$ cat src/rtl/fetch_unit_pkg.sv
// Shared definitions for the fetch stage: FSM state type, the bubble instruction
// and the default reset PC.
package fetch_unit_pkg;

  typedef enum logic [1:0] {
    StFetch,
    StHold,
    StDiscard
  } fetch_state_t;

  localparam logic [31:0] Nop            = 32'h0000_0000;
  localparam logic [31:0] DefaultResetPc = 32'h0000_0000;

  // Instruction addresses are word aligned; the low two bits are never honoured.
  function automatic logic [31:0] align_word(input logic [31:0] addr);
    return {addr[31:2], 2'b00};
  endfunction

endpackage

$ cat src/rtl/flip_flop.sv
// Generic register with synchronous reset, synchronous clear and active-low enable.
module flip_flop #(
  parameter int unsigned      Width    = 32,
  parameter logic [Width-1:0] ResetVal = '0
) (
  input  logic             clk_i,
  input  logic             rst_i,
  input  logic             en_ni,
  input  logic             clr_i,
  input  logic [Width-1:0] d_i,
  output logic [Width-1:0] q_o
);

  logic [Width-1:0] q_q;

  always_ff @(posedge clk_i) begin
    if (rst_i) begin
      q_q <= ResetVal;
    end else if (clr_i) begin
      q_q <= '0;
    end else if (!en_ni) begin
      q_q <= d_i;
    end
  end

  assign q_o = q_q;

endmodule

$ cat src/rtl/fetch_unit.sv
// Fetch-stage control: owns the PC, handshakes with the I-cache and presents the
// fetched instruction (or a NOP bubble) to the decode pipeline register.
module fetch_unit
  import fetch_unit_pkg::*;
#(
  parameter logic [31:0] ResetPc = DefaultResetPc
) (
  input  logic        clk_i,
  input  logic        rst_i,
  input  logic        stall_f_i,
  input  logic        redirect_i,
  input  logic [31:0] redirect_pc_i,
  output logic        icache_req_o,
  output logic [31:0] icache_addr_o,
  input  logic        icache_ready_i,
  input  logic [31:0] icache_rdata_i,
  output logic [31:0] instr_f_o,
  output logic [31:0] pc_f_o,
  output logic [31:0] pc_plus_4_f_o,
  output logic        valid_f_o,
  output logic        miss_stall_o
);

  fetch_state_t state_q, state_d;
  logic [31:0]  pc_q, pc_d, pc_inc;
  logic         pc_en;
  logic [31:0]  target_q, target_d;
  logic [31:0]  buf_q, buf_d;
  logic [31:0]  redirect_tgt;
  logic         req, valid, miss;
  logic [31:0]  instr;

  flip_flop #(
    .Width    (32),
    .ResetVal (ResetPc)
  ) u_pc_reg (
    .clk_i (clk_i),
    .rst_i (rst_i),
    .en_ni (~pc_en),
    .clr_i (1'b0),
    .d_i   (pc_d),
    .q_o   (pc_q)
  );

  assign pc_inc       = pc_q + 32'd4;
  assign redirect_tgt = align_word(redirect_pc_i);

  always_comb begin
    state_d  = state_q;
    pc_en    = 1'b0;
    pc_d     = pc_inc;
    target_d = target_q;
    buf_d    = buf_q;
    req      = 1'b0;
    valid    = 1'b0;
    miss     = 1'b0;
    instr    = Nop;

    unique case (state_q)
      StFetch: begin
        req = 1'b1;
        if (icache_ready_i) begin
          if (redirect_i) begin
            pc_en = 1'b1;
            pc_d  = redirect_tgt;
          end else begin
            valid = 1'b1;
            instr = icache_rdata_i;
            if (stall_f_i) begin
              buf_d   = icache_rdata_i;
              state_d = StHold;
            end else begin
              pc_en = 1'b1;
            end
          end
        end else if (redirect_i) begin
          // The cache cannot cancel, so the request keeps its address until answered.
          target_d = redirect_tgt;
          state_d  = StDiscard;
        end else begin
          miss = 1'b1;
        end
      end
      StHold: begin
        valid = 1'b1;
        instr = buf_q;
        if (redirect_i) begin
          pc_en   = 1'b1;
          pc_d    = redirect_tgt;
          state_d = StFetch;
        end else if (!stall_f_i) begin
          pc_en   = 1'b1;
          state_d = StFetch;
        end
      end
      StDiscard: begin
        req  = 1'b1;
        miss = 1'b1;
        if (redirect_i) begin
          target_d = redirect_tgt;
        end
        if (icache_ready_i) begin
          pc_en   = 1'b1;
          pc_d    = redirect_i ? redirect_tgt : target_q;
          state_d = StFetch;
        end
      end
      default: begin
        state_d = StFetch;
      end
    endcase
  end

  always_ff @(posedge clk_i) begin
    if (rst_i) begin
      state_q  <= StFetch;
      target_q <= '0;
      buf_q    <= '0;
    end else begin
      state_q  <= state_d;
      target_q <= target_d;
      buf_q    <= buf_d;
    end
  end

  // Quiet front end while reset is held; the outstanding request is abandoned.
  assign icache_req_o  = req & ~rst_i;
  assign valid_f_o     = valid & ~rst_i;
  assign miss_stall_o  = miss & ~rst_i;
  assign instr_f_o     = rst_i ? Nop : instr;
  assign icache_addr_o = pc_q;
  assign pc_f_o        = pc_q;
  assign pc_plus_4_f_o = pc_inc;

endmodule

$ cat config.mk
export PLATFORM = sky130hd
export DESIGN_NAME = fetch_unit
export DESIGN_NICKNAME = d
export VERILOG_FILES = /design/src/rtl/fetch_unit_pkg.sv /design/src/rtl/flip_flop.sv /design/src/rtl/fetch_unit.sv
export SDC_FILE = /design/constraint.sdc
export NUM_CORES = 1
export LEC_CHECK = 0
export CORE_ASPECT_RATIO = 1.75
export CORE_MARGIN = 2
export CORE_UTILIZATION = 51
export CTS_BUF_LIST = sky130_fd_sc_hd__clkbuf_2 sky130_fd_sc_hd__clkbuf_4 sky130_fd_sc_hd__clkbuf_8
export CTS_CLUSTER_DIAMETER = 30
export DETAILED_ROUTE_END_ITERATION = 12
export HOLD_SLACK_MARGIN = 0.15
export PLACE_DENSITY = 0.92
export SKIP_LAST_GASP = 1
export SYNTH_ARGS = -nofsm -noshare
export SYNTH_HDL_FRONTEND = slang
export SYNTH_SLANG_ARGS = --single-unit
$ cat constraint.sdc
create_clock -name clk_i -period 4.35 [get_ports clk_i]
set_input_delay 0.435 -clock clk_i [delete_from_list [all_inputs] [get_ports clk_i]]
set_output_delay 0.435 -clock clk_i [all_outputs]
set_load 0.005 [all_outputs]
# After elaboration in Yosys (flattened, before gate mapping)
# Index checks and enable logic that the tools add are counted.
[op_classes] add_sub_neg=1 bitwise_logic=5 muxes=30 n_eq_ne=8 n_reduce_logical=6
[op_table] cell="$mux W32" n=8
[op_table] cell="$pmux W32 S2" n=2
[op_table] cell="$pmux W32 S3" n=1
[op_table] cell="$add A32 B3 Y32 const B" n=1
[op_table] cell="$mux W2" n=7
[op_table] cell="$ne A3 B3 Y1 const B" n=4
[op_table] cell="$mux W1" n=8
[op_table] cell="$pmux W2 S3" n=1
[op_table] cell="$reduce_and A5 Y1" n=1
[op_table] cell="$ne A2 B2 Y1 const B" n=2
[op_table] cell="$pmux W1 S2" n=2
[op_table] cell="$reduce_and A4 Y1" n=1
[op_table] cell="$and A1 B1 Y1" n=3
[op_table] cell="$pmux W1 S3" n=1
[op_table] cell="$eq A2 B1 Y1 const B" n=1
[op_table] cell="$eq A2 B2 Y1 const B" n=1
[op_table] cell="$logic_not A2 Y1" n=1
[op_table] cell="$not A1 Y1" n=2
[op_table] cell="$reduce_and A2 Y1" n=1
[op_table] cell="$reduce_bool A2 Y1" n=1
[op_table] cell="$reduce_or A2 Y1" n=1
[totals] reg_bits=98 out_inout_bits=131 in_bits=69

# Depth between registers and ports, before layout
[depth] word_depth=4 mapped_depth=8

# By module
# From an unflattened synthesis, not the netlist that was laid out.
[hier_totals] cells_unflattened=698 hier_area_um2=5388.9
[by_module_without_submodules] mod="fetch_unit" cells_each=593 n_inst=1 area_each_um2=4232.8 seq_area_each_um2=1321.3
[by_module_without_submodules] mod="flip_flop" cells_each=105 n_inst=1 area_each_um2=1156.1 seq_area_each_um2=640.6

# Worst setup path before layout
# Ideal clock, no wire load.
[synth_timing] path_kind="register -> output" from="register u_pc_reg.q_q[2], in the netlist u_pc_reg.q_o[2]" to="output port pc_plus_4_f_o[24]" stages_incl_launch_ff=6 setup_slack_ps=2113 t_required_ps=3915 t_arrival_ps=1802 n_path_buf=0 cell_sequence="dfxtp_1 -> ha_1 -> and3_1 -> nand2_1 -> or4_1 -> xnor2_1"
[synth_between] elab_chain_cells=1
[synth_rtl] element="start: declaration" line="flip_flop.sv:14" rtl="logic [Width-1:0] q_q;"
[synth_rtl] element="start signal: assignment" line="flip_flop.sv:18" rtl="q_q <= ResetVal;"
[synth_rtl] element="start signal: assignment" line="flip_flop.sv:22" rtl="q_q <= d_i;"
[synth_rtl] element="$add A32 B3 Y32" line="fetch_unit.sv:45" rtl="assign pc_inc = pc_q + 32'd4;"
[synth_rtl] element="end: declaration" line="fetch_unit.sv:19" rtl="output logic [31:0] pc_plus_4_f_o,"
# No other way between the ends.

# Final worst setup path
[layout_timing] from="register u_pc_reg.q_q[2], in the netlist u_pc_reg.q_o[2]" to="output port pc_plus_4_f_o[22]"
# The elaborated chain is that of the path after synthesis.

==> results.ini <==
[floorplan]
initial_utilization_pct=51.8
die_area_um2=12000
core_um2=11000
io_pins=200
rows=51
die_w_um=83.8
dieHeight_um=144

[grt]
grt_pass1_vias=6113
grt_pass1_wl_mm=29.5
antenna_found_initial=0
grt_max_degree=55
track_usage_pct=30.0
grt_overflow=0

[cts]
clk_pin_slew_ns=0.10
cts-resized-gates=0
hold_buffers=0
clk_latency_ns=0.37
cts.htree.levels=3
clk_path_buf_depth=2
postCtsSetupRepairBufs=0
clkSinkCount=98
cts_buffers=9
cts_tree=done
cts-root-buf=clkbuf_8

[logic_synthesis]
netlist_instances=772
syn_area_um2=5690
synthTopCellsByArea=dfxtp_1 (34%), nand2_1 (10%), a21oi_1 (8.4%)
ys_seq_elements=98
syn-mean-instance-area_um2=7.37
ys_seq_area_share_pct=34.5
synth_top_cell_by_area=dfxtp_1
yosysTopAreaCellShare_pct=34.5
syn_nets=842
synthTopCellsByCount=nand2_1 (151), dfxtp_1 (98), a21oi_1 (96), nor2_1 (55), clkbuf_1 (53)
ys_types=66
async_flop_share_pct=0
ys.flop_type=dfxtp_1
ys_warn_count=0
yosys.cell_count.top_type=nand2_1
synth_edf_count=0

[timing]
min_period_over_period_pct=85.2
max_freq_mhz=270
fin_ws_ns=0.646
finalSetupViolCount=0
slew_headroom_pct=29.8
hold_viol=0
worstMarginPinSlew_ns=1.05
rsz0062_at_grt=false
finalCriticalPeriod_ns=3.70
drv_slew=0
tns_ns=0
clock_skew_ns=0.0147

[finish]
area_delta_synth_final_pct=35.6
drive_gt1_share_pct=5.83
fin_cells=1041
final_nets=974
fin_area_um2=7710
antenna_cells=0
final_util_pct=70.3

[run_status]
status=complete, no violations

[place]
dpl_cell_area_um2=7490
dp_hpwl_mm=13.1
port_buffers=197
place_congestion=0.925
place_inst=1025
place_ws_ns=1.07

[critical_path]
cp-start-kind=flip-flop
crit_top_cell=nand2_1
cp_data_arrival_time_ns=3.27
required_ns=3.91
crit_chain=ha_1, nand3_1, nor2_1, nand2_1, or3_1, nand2_1, clkdlybuf4s50_1
r2r_slack_ns=1.45
reg2regPathDepth=6
critical_path.max_fanout=8
slowest_stage=nor2_1
cp-end-kind=primary output
worstSetupPathType=reg -> out
cpPeakStageDelay_ns=0.62

[pwr]
p_leak_nw=2.67
p_per_area_nw_per_um2=280
ir_worst_vdd_v=0.000188

[route]
vias_per_cell=6.17
dr.pass1.iters=8
vias=6419
wl_mm=18.7
ant_nets=0
wl_per_cell_um=18.0
drtIter0Drc=695
drc=0

[flow_run]
max-cap-violations=0

[hold_path]
hold_depth=2
hp-class=reg -> reg

flip-flops by register name (all words and copies together) (netlist names):
register,flops
state_q,2
u_pc_reg.q_o,32
target_q,32
buf_q,32
placed cells by master, fill, tap and decap left out, drive strengths merged, types with 3 or more instances in the layout:
master / n
xor2: 7
nor4: 9
nor2: 55
a222oi: 7
nand3: 15
a22oi: 50
nand2b: 11
xnor2: 20
nand2: 152
clkinv: 3
and4: 3
nor3: 11
clkdlybuf4s50: 196
a22o: 12
or4: 4
o21ai: 38
inv: 8
a31oi: 5
o21a: 3
o211ai: 4
clkbuf: 11
dfxtp: 98
and3: 9
buf: 20
nand4: 10
nor2b: 8
a211oi: 5
a21oi: 96
power breakdown:
part	total [mW]	switching (mW)	internal, mW
logic	0.485	0.224	0.261
registers	1.00	0.0616	0.942
clock network	0.668	0.324	0.345
logic make-up after synthesis:
group / count (synthesis) / share of synthesized area (%)
buf+inv: 104 / 9.22
mux: 3 / 0.550
xor+xnor: 27 / 4.16
fa+ha+maj: 1 / 0.220
compound gates: 241 / 26.9
flops: 98 / 34.5
simple gates: 298 / 24.4
cell type report:
cell class	instances	area, um2
well taps	132	165
inverters	9	33.8
multi-input cells	570	3220
clock inverters	5	77.6
repair buffers	216	2110
fillers	896	3260
clock buffers	11	145
flip-flops and latches	98	1960
per-layer routing:
| layer | up-vias | GRT usage, % | wire [um] | part of all wire (%) |
|---|---|---|---|---|
| li1 | 2972 | - | - | - |
| met2 | 404 | 54.1 | 9700 | 52 |
| met1 | 2967 | 32.9 | 6520 | 35 |
| met3 | 76 | 4.31 | 1620 | 8.7 |
| met5 | - | 0 | 0 | 0 |
| met4 | 0 | 18.5 | 885 | 4.7 |
critical path, delay by kind of cell, from the launching register on:
kind / cells / cell delay [ns]
AND/OR/NAND/NOR: 5 / 1.60
buffers and inverters: 1 / 0.51
flip-flops: 1 / 0.46
adder cells (fa/ha/maj): 1 / 0.33
path summary, 6_finish.rpt:
| check | start | end |
|---|---|---|
| worst max register to register | state_q[1]$_SDFFE_PP0P_ | u_pc_reg.q_o[6]$_SDFFE_PP0N_ |
| worst max-delay path | u_pc_reg.q_o[2]$_SDFFE_PP0N_ | pc_plus_4_f_o[22] |
| worst min register to register | buf_q[9]$_SDFFE_PP0P_ | buf_q[9]$_SDFFE_PP0P_ |
| worst min-delay path | buf_q[9]$_SDFFE_PP0P_ | buf_q[9]$_SDFFE_PP0P_ |
per-stage QoR:
| stage | power [mW] | hold slack, ns |
|---|---|---|
| 3_5_place_dp | 1.50 | 0.447 |
| 3_3_place_gp | 1.49 | 0.438 |
| 5_1_grt | 2.25 | 0.479 |
| 2_1_floorplan | 1.25 | 0.432 |
| 6_report | 2.16 | 0.457 |
| 4_1_cts | 2.16 | 0.460 |
Note: power is estimated with default switching activity, not from simulation.
